==> src/rtl/leaf_collect_pkg.sv <==
// Shared types and helpers for the leaf stream collector.
// Source-index width and default FIFO entry layout.
package leaf_collect_pkg;

  localparam int N_SRC_DEF  = 5;
  localparam int DATA_W_DEF = 16;

  function automatic int src_w(input int n);
    return (n > 1) ? $clog2(n) : 1;
  endfunction

  localparam int SRC_W_DEF = src_w(N_SRC_DEF);

  typedef struct packed {
    logic [SRC_W_DEF-1:0]  src;
    logic [DATA_W_DEF-1:0] data;
  } entry_t;

endpackage

==> src/rtl/leaf_rr_arbiter.sv <==
// Round-robin arbiter: first requester at or after ptr, modulo N.
// Grant is one-hot and gated by enable.
module leaf_rr_arbiter
  import leaf_collect_pkg::*;
#(
  parameter int N = N_SRC_DEF,
  localparam int PW = src_w(N)
) (
  input  logic [N-1:0]  req,
  input  logic [PW-1:0] ptr,
  input  logic          enable,
  output logic [N-1:0]  grant,
  output logic [PW-1:0] grant_idx,
  output logic          any_grant
);

  logic          found_hi;
  logic          found_lo;
  logic [PW-1:0] hi_idx;
  logic [PW-1:0] lo_idx;

  // Descending scan leaves the lowest index in each half.
  always_comb begin
    found_hi = 1'b0;
    found_lo = 1'b0;
    hi_idx   = '0;
    lo_idx   = '0;
    for (int i = N - 1; i >= 0; i--) begin
      if (req[i]) begin
        if (PW'(i) >= ptr) begin
          hi_idx   = PW'(i);
          found_hi = 1'b1;
        end else begin
          lo_idx   = PW'(i);
          found_lo = 1'b1;
        end
      end
    end
  end

  always_comb begin
    grant     = '0;
    grant_idx = found_hi ? hi_idx : lo_idx;
    any_grant = (found_hi || found_lo) && enable;
    if (any_grant) grant[grant_idx] = 1'b1;
  end

endmodule

==> src/rtl/leaf_stream_collector.sv <==
// Merges N_SRC leaf streams round-robin into one FIFO-buffered
// output stream, tagging each word with its source index.
module leaf_stream_collector
  import leaf_collect_pkg::*;
#(
  parameter int N_SRC  = N_SRC_DEF,
  parameter int DATA_W = DATA_W_DEF,
  parameter int DEPTH  = 4,
  localparam int SW = src_w(N_SRC),
  localparam int AW = $clog2(DEPTH)
) (
  input  logic                  clk,
  input  logic                  rst,
  input  logic [N_SRC-1:0]      in_valid,
  input  logic [N_SRC*DATA_W-1:0] in_data,
  output logic [N_SRC-1:0]      in_ready,
  output logic                  out_valid,
  output logic [DATA_W-1:0]     out_data,
  output logic [SW-1:0]         out_src,
  input  logic                  out_ready,
  output logic [AW:0]           fill_level
);

  typedef struct packed {
    logic [SW-1:0]     src;
    logic [DATA_W-1:0] data;
  } ent_t;

  logic [DATA_W-1:0] words [N_SRC];
  ent_t              mem [DEPTH];
  logic [AW-1:0]     wr_ptr;
  logic [AW-1:0]     rd_ptr;
  logic [SW-1:0]     rr_ptr;
  logic [SW-1:0]     grant_idx;
  logic [N_SRC-1:0]  grant;
  logic              any_grant;
  logic              full;
  logic              empty;
  logic              push;
  logic              pop;

  for (genvar i = 0; i < N_SRC; i++) begin : g_words
    assign words[i] = in_data[i*DATA_W +: DATA_W];
  end

  assign full  = fill_level == (AW+1)'(DEPTH);
  assign empty = fill_level == '0;

  // Ready stays low while reset is held, even though the FIFO is empty.
  leaf_rr_arbiter #(.N(N_SRC)) u_arb (
    .req       (in_valid),
    .ptr       (rr_ptr),
    .enable    (!full && !rst),
    .grant     (grant),
    .grant_idx (grant_idx),
    .any_grant (any_grant)
  );

  assign in_ready  = grant;
  assign push      = any_grant;
  assign pop       = !empty && out_ready;
  assign out_valid = !empty;
  assign out_data  = mem[rd_ptr].data;
  assign out_src   = mem[rd_ptr].src;

  always_ff @(posedge clk or posedge rst) begin
    if (rst) begin
      for (int i = 0; i < DEPTH; i++) mem[i] <= '0;
      wr_ptr     <= '0;
      rd_ptr     <= '0;
      rr_ptr     <= '0;
      fill_level <= '0;
    end else begin
      if (push) begin
        mem[wr_ptr] <= '{src: grant_idx, data: words[grant_idx]};
        wr_ptr      <= wr_ptr + 1'b1;
        rr_ptr      <= (grant_idx == SW'(N_SRC - 1)) ? '0
                                                     : grant_idx + 1'b1;
      end
      if (pop) rd_ptr <= rd_ptr + 1'b1;
      if (push && !pop)      fill_level <= fill_level + 1'b1;
      else if (pop && !push) fill_level <= fill_level - 1'b1;
    end
  end

endmodule

==> config.mk <==
export PLATFORM = sky130hd
export DESIGN_NAME = leaf_stream_collector
export DESIGN_NICKNAME = d
export VERILOG_FILES = /design/src/rtl/leaf_collect_pkg.sv /design/src/rtl/leaf_rr_arbiter.sv /design/src/rtl/leaf_stream_collector.sv
export SDC_FILE = /design/constraint.sdc
export NUM_CORES = 1
export LEC_CHECK = 0
export ABC_AREA = 1
export ABC_CLOCK_PERIOD_IN_PS = 2250
export CELL_PAD_IN_SITES_DETAIL_PLACEMENT = 0
export CELL_PAD_IN_SITES_GLOBAL_PLACEMENT = 1
export CORE_MARGIN = 3
export CORE_UTILIZATION = 25
export DETAILED_ROUTE_END_ITERATION = 7
export PLACE_DENSITY = 0.66
export SYNTH_ARGS = -nofsm -noshare
export SYNTH_HDL_FRONTEND = slang
export SYNTH_HIERARCHICAL = 1
export SYNTH_SLANG_ARGS = --single-unit
==> constraint.sdc <==
create_clock -name clk -period 2.25 [get_ports clk]
set_input_delay 0.225 -clock clk [delete_from_list [all_inputs] [get_ports clk]]
set_output_delay 0.225 -clock clk [all_outputs]
set_load 0.03 [all_outputs]
== Word-level counts from Yosys, hierarchy flattened ==
Index checks and enable logic that the tools add are counted.

* Bits of input ports: 88
* Word-level logic and storage cells: 104
* Register bits after elaboration: 86
* Output and inout bits: 28

* $lt $le $gt $ge: 11
* $add $sub $neg: 5
* Reduce and logical (&&, ||, !) cells: 15
* Muxes and demuxes: 56
* Eq/ne operators: 2
* Bitwise logic cells: 3

{| class="wikitable"
|+ Operator list
! kind !! number
|-
| bitwise mux 76 bit || 1
|-
| 2-to-1 mux 3 bit || 24
|-
| 2-to-1 mux 19 bit || 3
|-
| binary-select mux 16 bit (select 3 bit) || 1
|-
| binary-select mux 19 bit (select 2 bit) || 1
|-
| demux 19 bit (select 2 bit) || 1
|-
| 2-to-1 mux 16 bit || 2
|-
| 2-to-1 mux 1 bit || 21
|-
| logical AND 1 bit || 7
|-
| adder 3 x 1 -> 3 bit, second input constant || 2
|-
| equality test 3 bit, second input constant || 2
|-
| greater-or-equal comparator 1 x 3 -> 1 bit, first input constant || 2
|-
| greater-or-equal comparator 2 x 3 -> 1 bit, first input constant || 2
|-
| greater-or-equal comparator 3 bit, second input constant || 2
|-
| inverter 2 -> 3 bit || 2
|-
| zero test 1 bit || 5
|-
| 2-to-1 mux 5 bit || 1
|-
| adder 2 x 1 -> 2 bit, second input constant || 2
|-
| greater-or-equal comparator 4 bit, second input constant || 1
|-
| < comparator 3 x 4 -> 1 bit, second input constant || 1
|-
| inverter 3 -> 4 bit || 1
|-
| demux 1 bit (select 3 bit) || 1
|-
| greater-or-equal comparator 3 x 1 -> 1 bit, second input constant || 1
|-
| greater-or-equal comparator 3 bit, first input constant || 1
|-
| 5 further kinds || 5
|}

== Longest topological paths before layout ==
Gate-level depths: netlist (run 1).

* Word-level depth: 17
* Mapped depth: 17
* Gate-level depth less buffers: 15

== Hierarchy ==
Netlist (run 1), hierarchy kept.

{| class="wikitable"
|+ By module, submodules not included
! module !! times used !! seq. area each (um^2) !! area an instance (um^2) !! cells an instance
|-
| leaf_stream_collector || 1 || 2152.1 || 4885.9 || 640
|-
| leaf_rr_arbiter || 1 || 0.0 || 339.1 || 67
|}

== Worst setup path before layout (run 1) ==
Ideal clock, no wire load.

* Kind: register to register
* Start point: register fill_level[1]
* End point: register fill_level[2]
* Required time: 2.171 ns
* Path buffers: 0
* Library setup time: 0.079 ns
* Period minus slack after synthesis: 2.290 ns
* Arrival time: 2.210 ns
* Path slack: -0.040 ns
* Cell stages (with the launch flop): 11
* Path through: dfrtp_1 inv_1 a31oi_1 a21boi_0 ha_1 inv_1 fa_1 nor2_1 nor2_1 nand2_1 xor2_1

* Longest elaborated chain between the ends: 7
* Elaborated cells between the ends (all ways): 16
* Those cells by class: 2 x add/sub; 1 x eq/ne; 2 x mux; 11 x reduce/logical

{| class="wikitable"
|+ RTL lines
! what !! RTL line !! text
|-
| from (decl) || leaf_stream_collector.sv:21 || <nowiki>output logic [AW:0] fill_level</nowiki>
|-
| from (signal assigned) || leaf_stream_collector.sv:81 || <nowiki>if (push && !pop) fill_level <= fill_level + 1'b1;</nowiki>
|-
| from (signal assigned) || leaf_stream_collector.sv:82 || <nowiki>else if (pop && !push) fill_level <= fill_level - 1'b1;</nowiki>
|-
| equality test 3 bit * || leaf_stream_collector.sv:46 || <nowiki>assign full = fill_level == (AW+1)'(DEPTH);</nowiki>
|-
| zero test 1 bit * || leaf_stream_collector.sv:53 || <nowiki>.enable (!full && !rst),</nowiki>
|-
| logical AND 1 bit * || leaf_stream_collector.sv:53 ||
|-
| logical AND 1 bit * || leaf_rr_arbiter.sv:44 || <nowiki>any_grant = (found_hi || found_lo) && enable;</nowiki>
|-
| net any_grant || leaf_stream_collector.sv:36 || <nowiki>logic any_grant;</nowiki>
|-
| zero test 1 bit || leaf_stream_collector.sv:82 ||
|-
| logical AND 1 bit || leaf_stream_collector.sv:82 ||
|-
| nonzero test 2 bit (no source line) || - ||
|}

The timed path passes the listed nets; every way through them passes the cells marked *. The select of a mux whose other input is x is not followed.
A chain may end at the register's enable or synchronous reset.

== Final worst setup path (run 1) ==
* Start point: register rd_ptr[0]
* End point: output port out_data[4]

* Longest elaborated chain between the ends: 4

{| class="wikitable"
|+ RTL lines
! what !! RTL line !! text
|-
| from (decl) || leaf_stream_collector.sv:32 || <nowiki>logic [AW-1:0] rd_ptr;</nowiki>
|-
| from (signal assigned) || leaf_stream_collector.sv:80 || <nowiki>if (pop) rd_ptr <= rd_ptr + 1'b1;</nowiki>
|-
| inverter 2 -> 3 bit (not written as such) || leaf_stream_collector.sv:63 || <nowiki>assign out_data = mem[rd_ptr].data;</nowiki>
|-
| binary-select mux 19 bit (select 2 bit) || leaf_stream_collector.sv:63 ||
|-
| 2-to-1 mux 19 bit (2 in series) || - ||
|-
| to (decl) || leaf_stream_collector.sv:18 || <nowiki>output logic [DATA_W-1:0] out_data,</nowiki>
|}

Every way passes these cells. The select of a mux whose other input is x is not followed.

==> results of run 1 <==
==> worst reg2reg max path, stage by stage, from the launching register on <==
cell and delay (ps):
dfrtp_2 450, nor2_2 130, nor2_2 50, nor2_2 130
inv_2 50, buf_4 150, nand3_2 90, nand2_4 60
buf_4 160, buf_6 140, nor2_4 270, nand3_1 140
nand2_2 140, nand2_1 70, nand2_1 50
==> worst paths after layout <==
check	slack (ps)	end	from
max reg2reg	130	mem[22]	rr_ptr[0]
max in group asynchronous	1480	mem[46]	rst
min in group clk	470	mem[45]	mem[45]
min reg2reg	470	mem[45]	mem[45]
min	370	fill_level[2]	rst
max	90	out_data[4]	rd_ptr[0]
==> routing by layer <==
metal / track usage [%] / routed length [um] / vias to the layer above
met3: 3.88 / 1150 / 12
li1: - / - / 2555
met1: 21.1 / 7930 / 2320
met2: 24.3 / 7680 / 140
met5: 0 / 0 / -
met4: 3.72 / 168 / 0
==> timing repair <==
item	4_1_cts	5_1_grt
resized for setup	6	22
pin swaps	1	15
gates cloned	0	2
hold buffers	0	0
hold endpoints to repair	0	0
setup buffers	3	0
setup endpoints to repair	3	72
==> synthesized netlist by cell type, types with 2 or more instances <==
| cell type | instances |
|---|---|
| o21ai_0 | 53 |
| nand3_2 | 31 |
| xor2_1 | 3 |
| nor2_1 | 55 |
| inv_1 | 30 |
| xnor2_1 | 2 |
| clkbuf_1 | 11 |
| inv_2 | 4 |
| nand2_1 | 275 |
| buf_2 | 12 |
| buf_4 | 8 |
| buf_6 | 7 |
| nand3_1 | 47 |
| a21oi_1 | 4 |
| o22ai_1 | 21 |
| ha_1 | 7 |
| dfrtp_1 | 86 |
| nand2_2 | 39 |
==> logic make-up (layout without fill, tap and decap cells) <==
logic type / count (synthesis) / count (layout) / synth area share, %
XOR/XNOR: 5 / 5 / 0.838
AO/OA/AOI/OAI: 81 / 81 / 8.33
multiplexers: 1 / 1 / 0.216
AND/OR/NAND/NOR: 451 / 452 / 39.7
adder cells (fa/ha/maj): 8 / 8 / 2.06
buffers and inverters: 75 / 226 / 7.71
flip-flops: 86 / 86 / 41.2
==> power groups by stage <==
stage                     Sequential, W  Clock (W)  Combinational (W)
final                           0.00269    0.00160            0.00731
after global routing            0.00279    0.00171            0.00815
after CTS                       0.00268    0.00165            0.00715
after detailed placement        0.00269          0            0.00707
after global placement          0.00270          0            0.00703
after floorplan                 0.00263          0            0.00460
==> area by class of cell <==
type                            instances  area, um^2  share of cell area [%]
Inverter                               35         143                    1.93
Clock buffer                           11         253                    3.41
Sequential cell                        86        2160                    29.1
Tap cell                              270         338                    4.56
Clock inverter                          4        70.1                   0.946
Multi-Input combinational cell        547        2760                    37.2
Timing Repair Buffer                  176        1690                    22.8
==> stage by stage <==
stage / total power, W / setup slack, ps / instance area, um^2 / hold WS, ps / TNS [ps]
after detailed placement: 0.00976 / -116 / 6930 / 460 / -2460
after global routing: 0.0126 / -4.25 / 7410 / 451 / -12.0
final: 0.0116 / 85.2 / 7410 / 375 / 0
after global placement: 0.00973 / -89.1 / 6930 / 457 / -737
after CTS: 0.0115 / 37.3 / 7290 / 417 / 0
after floorplan: 0.00723 / 31.8 / 5230 / 379 / 0
==> registers in the layout, summed over array words and instances, names as in the netlist <==
register and cells:
wr_ptr 2, fill_level 3, rr_ptr 3, rd_ptr 2, mem 76
==> out/metrics.cfg, run 1 <==
[pwr]
p_sw_w=0.00550
power.share.clock_pct=13.8
internal-power_w=0.00609
seq_power_share_pct=23.2
switching_share_pct=47.5
p_leak_nw=3.66
p_comb_share_pct=63.0
p_per_area_nw_per_um2=1570
ir_worst_vdd_mv=0.553

[yosys]
async_flop_share_pct=100
syn-num-nets=803
ys_warn_count=6
synth_largest_area_cell=dfrtp_1
syn_avg_cell_area_um2=7.39
ys_top_cells_by_area=dfrtp_1 (41%), nand2_1 (20%), nand3_2 (5.9%)
syn-instance-count=707
synth-edff-count=0
ys_types=30
synthFlopType=dfrtp_1
ys_seq_elements=86
synth_area_um2=5230
ys_seq_area_share_pct=41.2
yosys.area.top_type_share_pct=41.2

[detailed_routing]
wl_um=16900
first_iter_violations=335
route.detailed.drc=0
vias_per_cell=4.45
ant_nets=0
first_pass_iters=4
num_vias=5027
wl_per_cell_um=15.0

[timing]
clock_skew_ps=8.14
grt_setup_unrepaired=yes
layout_min_cycle_time_ps=2160
finalHoldViolCount=0
period_share_pct=96.2
setup_violations=0
fmax_ghz=0.462
slew_headroom_pct=67.5
tightest_slew_ps=487
slew_viol_final=0

[placed_design]
port_buffers=115
place_congestion=0.783
place_inst=1109
dpl.hpwl_um=12200

[grt]
grt_pass1_wl_um=27400
antenna_found_initial=0
groute.usage.overall_pct=15.4
grt_max_degree=87
grt_pass1_vias=5108
grt-ovfl-total=0

[clock_tree]
cts_max_path_buffers=2
tritoncts=yes
clk_pin_slew_ps=60
root_buffer=clkbuf_16
htreeDepth=3
clock_latency_ps=340
cts.sinks=86
cts_made_buffers=9

[cells_and_area]
n_fill_cell=2146
drive_gt1_share_pct=23.1
post-route-util_pct=36.4
final_nets=951
layout_common_cells=nand2_1 (275), clkdlybuf4s50_1 (92), dfrtp_1 (81)
diodes=0
syn_to_final_growth_pct=41.8
final_common_cell=nand2_1
layout.cells.non_filler=1129

[run]
cap_violations=0

[worst_setup_path]
r2r_cells=14
critical-path-top-delay-family=buffers and inverters
crit_buf_inv=2
cp.depth=4
cpPeakStageDelay_ps=700
crit_type=reg2out
critPathMaxFanout=7
crit_required_ps=2030
critical_path.cell_chain=inv_1, nor2_1, o22ai_1, clkdlybuf4s50_1
endpoint_kind=output pin
critPathSlowestCell=clkdlybuf4s50_1
cp-start-kind=register
cp.arrival_ps=1940

[outcome]
status=complete, no violations

[floorplan]
die_h_um=151
io_pins=116
core.rowCount=52
die_x_um=151
core_area_um2=20400
start_util_pct=25.7
die_area_um2=22700

[min_path]
hp-class=in2async

Power figures use the tool's default switching activity.
==> inputs of run 2 (changes only) <==
--- a/config.mk
+++ b/config.mk
@@ -6,7 +6,7 @@
 export NUM_CORES = 1
 export LEC_CHECK = 0
 export ABC_AREA = 1
-export ABC_CLOCK_PERIOD_IN_PS = 2250
+export ABC_CLOCK_PERIOD_IN_PS = 1800
 export CELL_PAD_IN_SITES_DETAIL_PLACEMENT = 0
 export CELL_PAD_IN_SITES_GLOBAL_PLACEMENT = 1
 export CORE_MARGIN = 3
==> constraint.sdc (replaced) <==
create_clock -name clk -period 1.8 [get_ports clk]
set_input_delay 0.18 -clock clk [delete_from_list [all_inputs] [get_ports clk]]
set_output_delay 0.18 -clock clk [all_outputs]
set_load 0.03 [all_outputs]
==> run 2 against run 1 <==
Critical path depth rose by 8. Largest power group unchanged. The flow now finishes with violations (negative setup slack). Cell count up 3.3%. Via count is 3.8% higher. Combinational power rose by 59%. Largest cell class unchanged. Clock skew fell by 1.6 ps. Sequential cell count unchanged. Total power increased by 45%. Register-to-register slack worse by 450 ps. Clock power increased by 14%. Utilization is 4.9 points higher.
==> out/metrics.cfg, run 2 (synthesized netlist as in run 1, its figures left out) <==
[detailed_routing]
num_vias=5218  ; +3.8%
top_layer=met4
first_pass_iters=4  ; unchanged
routed-wl-met3_um=1190  ; +3.2%
ant_nets=0  ; unchanged
wl_per_cell_um=15.5  ; +3.1%
vias_per_cell=4.48  ; +0.51%
first_iter_violations=322  ; -3.9%
drt-met1-wl_um=8240  ; +3.8%
route.detailed.drc=0  ; unchanged
dr_wl_met2_um=8430  ; +9.8%
wl_um=18000  ; +6.5%

[cells_and_area]
final_nets=989  ; +4.0%
largest_reg_flops=76  ; unchanged
layout_common_cells=nand2_1 (260), clkdlybuf4s50_1 (90), dfrtp_1 (79)
syn_to_final_growth_pct=60.8
drive_gt1_share_pct=33.7  ; +11 points
regMostFlops=mem
top_regs=mem: 76 flops, fill_level: 3 flops, rr_ptr: 3 flops
final_common_cell=nand2_1
diodes=0  ; unchanged

[timing]
grt_setup_unrepaired=yes
finalHoldViolCount=0  ; unchanged
slew_viol_final=0  ; unchanged
slew_headroom_pct=68.4  ; +0.91 points
hold_slack_ps=168  ; -207 ps
clock_skew_ps=6.58  ; -1.57 ps
worst_slack_ps=-359  ; -444 ps
period_share_pct=120
layout_min_cycle_time_ps=2160
setup_violations=86  ; +86
fmax_ghz=0.463
tightest_slew_ps=473  ; -13.6 ps

[floorplan]
core_area_um2=20400  ; unchanged
die_x_um=151  ; unchanged
die_h_um=151  ; unchanged
start_util_pct=25.7  ; unchanged
die_area_um2=22700  ; unchanged
io_pins=116  ; unchanged
core.rowCount=52  ; unchanged

[worst_setup_path]
reg2reg_slack_ps=-320  ; -450 ps
cp-start-kind=register
endpoint_kind=output pin
crit_type=reg2out
crit_required_ps=1620  ; -410 ps
critPathMaxFanout=5  ; -2
cp.arrival_ps=1980  ; +40 ps

[clock_tree]
clock_latency_ps=340  ; about the same
htreeDepth=3  ; unchanged
cts_max_path_buffers=2  ; unchanged
cts.sinks=86  ; unchanged
cts_hold_buf=0  ; unchanged
clk_pin_slew_ps=60  ; about the same
tritoncts=yes
root_buffer=clkbuf_16
cts_made_buffers=9  ; unchanged

[grt]
antenna_found_initial=0  ; unchanged
grt_max_degree=84  ; -3.4%
grt-ovfl-total=0  ; unchanged
grt_pass1_vias=5027  ; -1.6%
groute.usage.overall_pct=14.9  ; -0.50 points
grt_pass1_wl_um=26500  ; -3.4%

[outcome]
failed_checks=negative setup slack
status=finished with violations

[placed_design]
port_buffers=115  ; unchanged
place_congestion=0.837  ; +6.9%
dpl.hpwl_um=12300  ; +0.56%

[pwr]
p_leak_nw=4.02  ; +9.9%
ir_worst_vdd_mv=0.694  ; +25%
finalPower_w=0.0169  ; +45%
p_per_area_nw_per_um2=2010  ; +28%

[min_path]
hp-class=in2async

[run]
cap_violations=0  ; unchanged

## run 2: cell count changes in the layout (fill, tap and decap cells not counted), sizes merged
cell,previous run,this run
buf,83,118
bufinv,2,1
clkbuf,12,16
clkdlybuf4s50,92,90
clkinv,2,3
dlygate4sd2,0,1
inv,34,33
## run 2: worst paths after layout
check,depth (start not counted),endpoint,start
worst max-delay path,12,in_ready[0],rr_ptr[1]
worst min-delay path,3,fill_level[2],rst
worst max register to register,12,fill_level[1],rr_ptr[2]
worst min register to register,2,mem[32],mem[32]
max in group asynchronous,4,rd_ptr[0],rst
min in group clk,2,mem[32],mem[32]
## run 2: stage by stage
step,utilization [%],setup slack [ps],area [um^2],std cells,setup TNS (ps)
floorplan,-,-264,5340,707,-2270
global placement,35.0,-424,7130,1120,-27720
detailed placement,35.0,-444,7130,1120,-29980
CTS,36.8,-318,7500,1135,-21090
global route,41.3,-496,8400,1166,-28780
finish,41.3,-359,8400,1166,-17040
## run 2: layout make-up
class | instances | area, um^2
multi-input cells | 547 | 3220
clock buffers | 12 | 246
clock inverters | 2 | 35.0
well taps | 270 | 338
repair inverters | 1 | 20.0
repair buffers | 213 | 2210
flip-flops and latches | 86 | 2160
inverters | 35 | 168
fillers | 2103 | 12000
## run 2: power breakdown
group,internal (W),switching (W)
clock network,0.00110,0.000728
registers,0.00283,0.000558
logic,0.00502,0.00662
total,0.00895,0.00791
## run 2: repair_timing
action                     in CTS  in global routing
pin swaps                       7                 50
resized for setup              21                155
buffers inserted                1                 23
gates cloned                    0                  8
setup endpoints to repair      92                101
## run 2: critical path, cell delays in order (launching register included)
cell and delay, ps:
dfrtp_2 450, buf_6 120, nand2_4 50, nand3_4 70, nand2_4 60, nor2_4 110, buf_4 140, nand3_2 80
nand2_4 110, buf_6 130, nand2_2 60, nor2_1 90, buf_4 170
## run 2: layer usage
layer / track usage [%] / vias to the layer above
met5: 0 / -
met3: 3.61 / 14
met4: 3.40 / 0
li1: - / 2627
met2: 23.6 / 139
met1: 20.5 / 2438
==> inputs of run 3 (changes only) <==
--- a/config.mk
+++ b/config.mk
@@ -10,9 +10,9 @@
 export CELL_PAD_IN_SITES_DETAIL_PLACEMENT = 0
 export CELL_PAD_IN_SITES_GLOBAL_PLACEMENT = 1
 export CORE_MARGIN = 3
-export CORE_UTILIZATION = 25
+export CORE_UTILIZATION = 33
 export DETAILED_ROUTE_END_ITERATION = 7
-export PLACE_DENSITY = 0.66
+export PLACE_DENSITY = 0.82
 export SYNTH_ARGS = -nofsm -noshare
 export SYNTH_HDL_FRONTEND = slang
 export SYNTH_HIERARCHICAL = 1
==> run 3 against run 2 <==
Largest cell class unchanged. Clock skew is essentially flat. Non-clock buffer count fell by 22. Global-route usage is 3.8 points higher. Critical endpoint unchanged. Via count decreased by 2.0%. Combinational power is 17% lower. Highest routed layer unchanged. The run still ends with negative setup slack left.
==> out/metrics.cfg, run 3 (synthesized netlist as in run 1, its figures left out) <==
[floorplan]
core_area_um2=15400  ; -25%
die_area_um2=17400  ; -23%
io_pins=116  ; unchanged
die_x_um=132  ; -12%
start_util_pct=34.0  ; +8.3 points
die_h_um=132  ; -12%
core.rowCount=45  ; -13%

[worst_setup_path]
reg2reg_slack_ps=-300  ; +20 ps
crit_type=reg2out
critPathMaxFanout=5  ; unchanged
endpoint_kind=output pin
crit_required_ps=1620  ; about the same
cp-start-kind=register
cp.arrival_ps=1940  ; -40 ps

[cells_and_area]
final_common_cell=nand2_1
regMostFlops=mem
final_nets=965  ; -2.4%
diodes=0  ; unchanged
syn_to_final_growth_pct=46.3
top_regs=mem: 76 flops, fill_level: 3 flops, rr_ptr: 3 flops
layout.cells.non_filler=1085  ; -6.9%
layout_common_cells=nand2_1 (271), clkdlybuf4s50_1 (90), dfrtp_1 (80), buf_4 (80), nor2_1 (53)
largest_reg_flops=76  ; unchanged
drive_gt1_share_pct=27.0  ; -6.7 points

[timing]
worst_slack_ps=-316  ; +42.9 ps
slew_headroom_pct=79.3  ; +11 points
grt_setup_unrepaired=yes
hold_slack_ps=246  ; +78.5 ps
clock_skew_ps=6.42  ; -0.161 ps
slew_viol_final=0  ; unchanged
tightest_slew_ps=310  ; -164 ps
finalHoldViolCount=0  ; unchanged
fmax_ghz=0.473  ; +2.0%
layout_min_cycle_time_ps=2120  ; -42.9 ps
period_share_pct=118  ; -2.4 points
setup_violations=89  ; +3.5%

[pwr]
p_leak_nw=3.81  ; -5.4%
ir_worst_vdd_mv=0.873  ; +26%
p_per_area_nw_per_um2=1960  ; -2.3%
finalPower_w=0.0150  ; -11%

[detailed_routing]
first_iter_violations=342  ; +6.2%
route.detailed.drc=0  ; unchanged
wl_um=15900  ; -12%
ant_nets=0  ; unchanged
first_pass_iters=4  ; unchanged
vias_per_cell=4.71  ; +5.3%
num_vias=5114  ; -2.0%
wl_per_cell_um=14.7  ; -5.0%

[clock_tree]
htreeDepth=3  ; unchanged
clk_pin_slew_ps=60  ; about the same
cts.sinks=86  ; unchanged
clock_latency_ps=340  ; about the same
cts_made_buffers=9  ; unchanged
cts_max_path_buffers=2  ; unchanged
root_buffer=clkbuf_16
tritoncts=yes

[min_path]
hp-class=in2async

[grt]
groute.usage.overall_pct=18.7  ; +3.8 points
grt_pass1_vias=5240  ; +4.2%
grt-ovfl-total=0  ; unchanged
grt_max_degree=48  ; -43%
antenna_found_initial=0  ; unchanged
grt_pass1_wl_um=26500  ; +0.23%

[outcome]
status=finished with violations
failed_checks=negative setup slack

[placed_design]
dpl.hpwl_um=11800  ; -3.9%
place_inst=1059  ; -5.4%
place_congestion=0.854  ; +2.1%
port_buffers=115  ; unchanged

[run]
cap_violations=0  ; unchanged

-- run 3: layout make-up --
class,instances,area [um^2]
clock buffers,9,225
clock inverters,7,98.8
fillers,1473,7730
inverters,35,156
multi-input cells,546,2850
flip-flops and latches,86,2160
well taps,211,264
repair buffers,191,1890
-- run 3: metrics by stage --
stage          util [%]  instance area (um^2)  setup TNS [ps]  setup WS [ps]
3_3_place_gp       45.9                  7050          -26310           -398
3_5_place_dp       45.9                  7050          -30160           -450
6_report           49.7                  7640          -16640           -316
4_1_cts            49.3                  7580          -19200           -302
5_1_grt            49.7                  7640          -29210           -435
2_1_floorplan         -                  5340           -2270           -264
-- run 3: report_power, final --
part           switching, W  internal, W
clock network      0.000796      0.00122
registers          0.000526      0.00283
logic               0.00572      0.00390
total               0.00704      0.00795
-- run 3: critical path, stage by stage (launching register included) --
cell     delay, ps
dfrtp_2        460
nor2_4         180
nand3_4        110
nand2_4         80
nor2_4          40
nand2_2         60
buf_4          110
nand2_2         40
nand2_2         90
buf_6          110
nand2_2         50
nor2_1          90
buf_4          170
-- run 3: what timing repair did --
item,CTS,global route
gates resized for setup,29,17
pin swaps,7,1
hold buffers,0,0
cloned,2,0
setup endpoints to repair,91,106
setup buffers,8,0
-- run 3: metal layers --
metal / up-vias / part of all wire (%) / global-route usage [%]
met2: 145 / 45 / 29.7
met4: 0 / 1.1 / 4.38
met3: 12 / 5.9 / 4.66
met5: - / 0 / 0
met1: 2370 / 48 / 25.9
li1: 2587 / - / -
-- run 3: worst paths after layout --
check,endpoint,from,cells past startpoint
min,fill_level[2],rst,3
max reg2reg,fill_level[1],rr_ptr[1],12
min in group clk,mem[40],mem[40],2
max,in_ready[0],rr_ptr[1],12
min reg2reg,mem[40],mem[40],2
max in group asynchronous,mem[20],rst,4
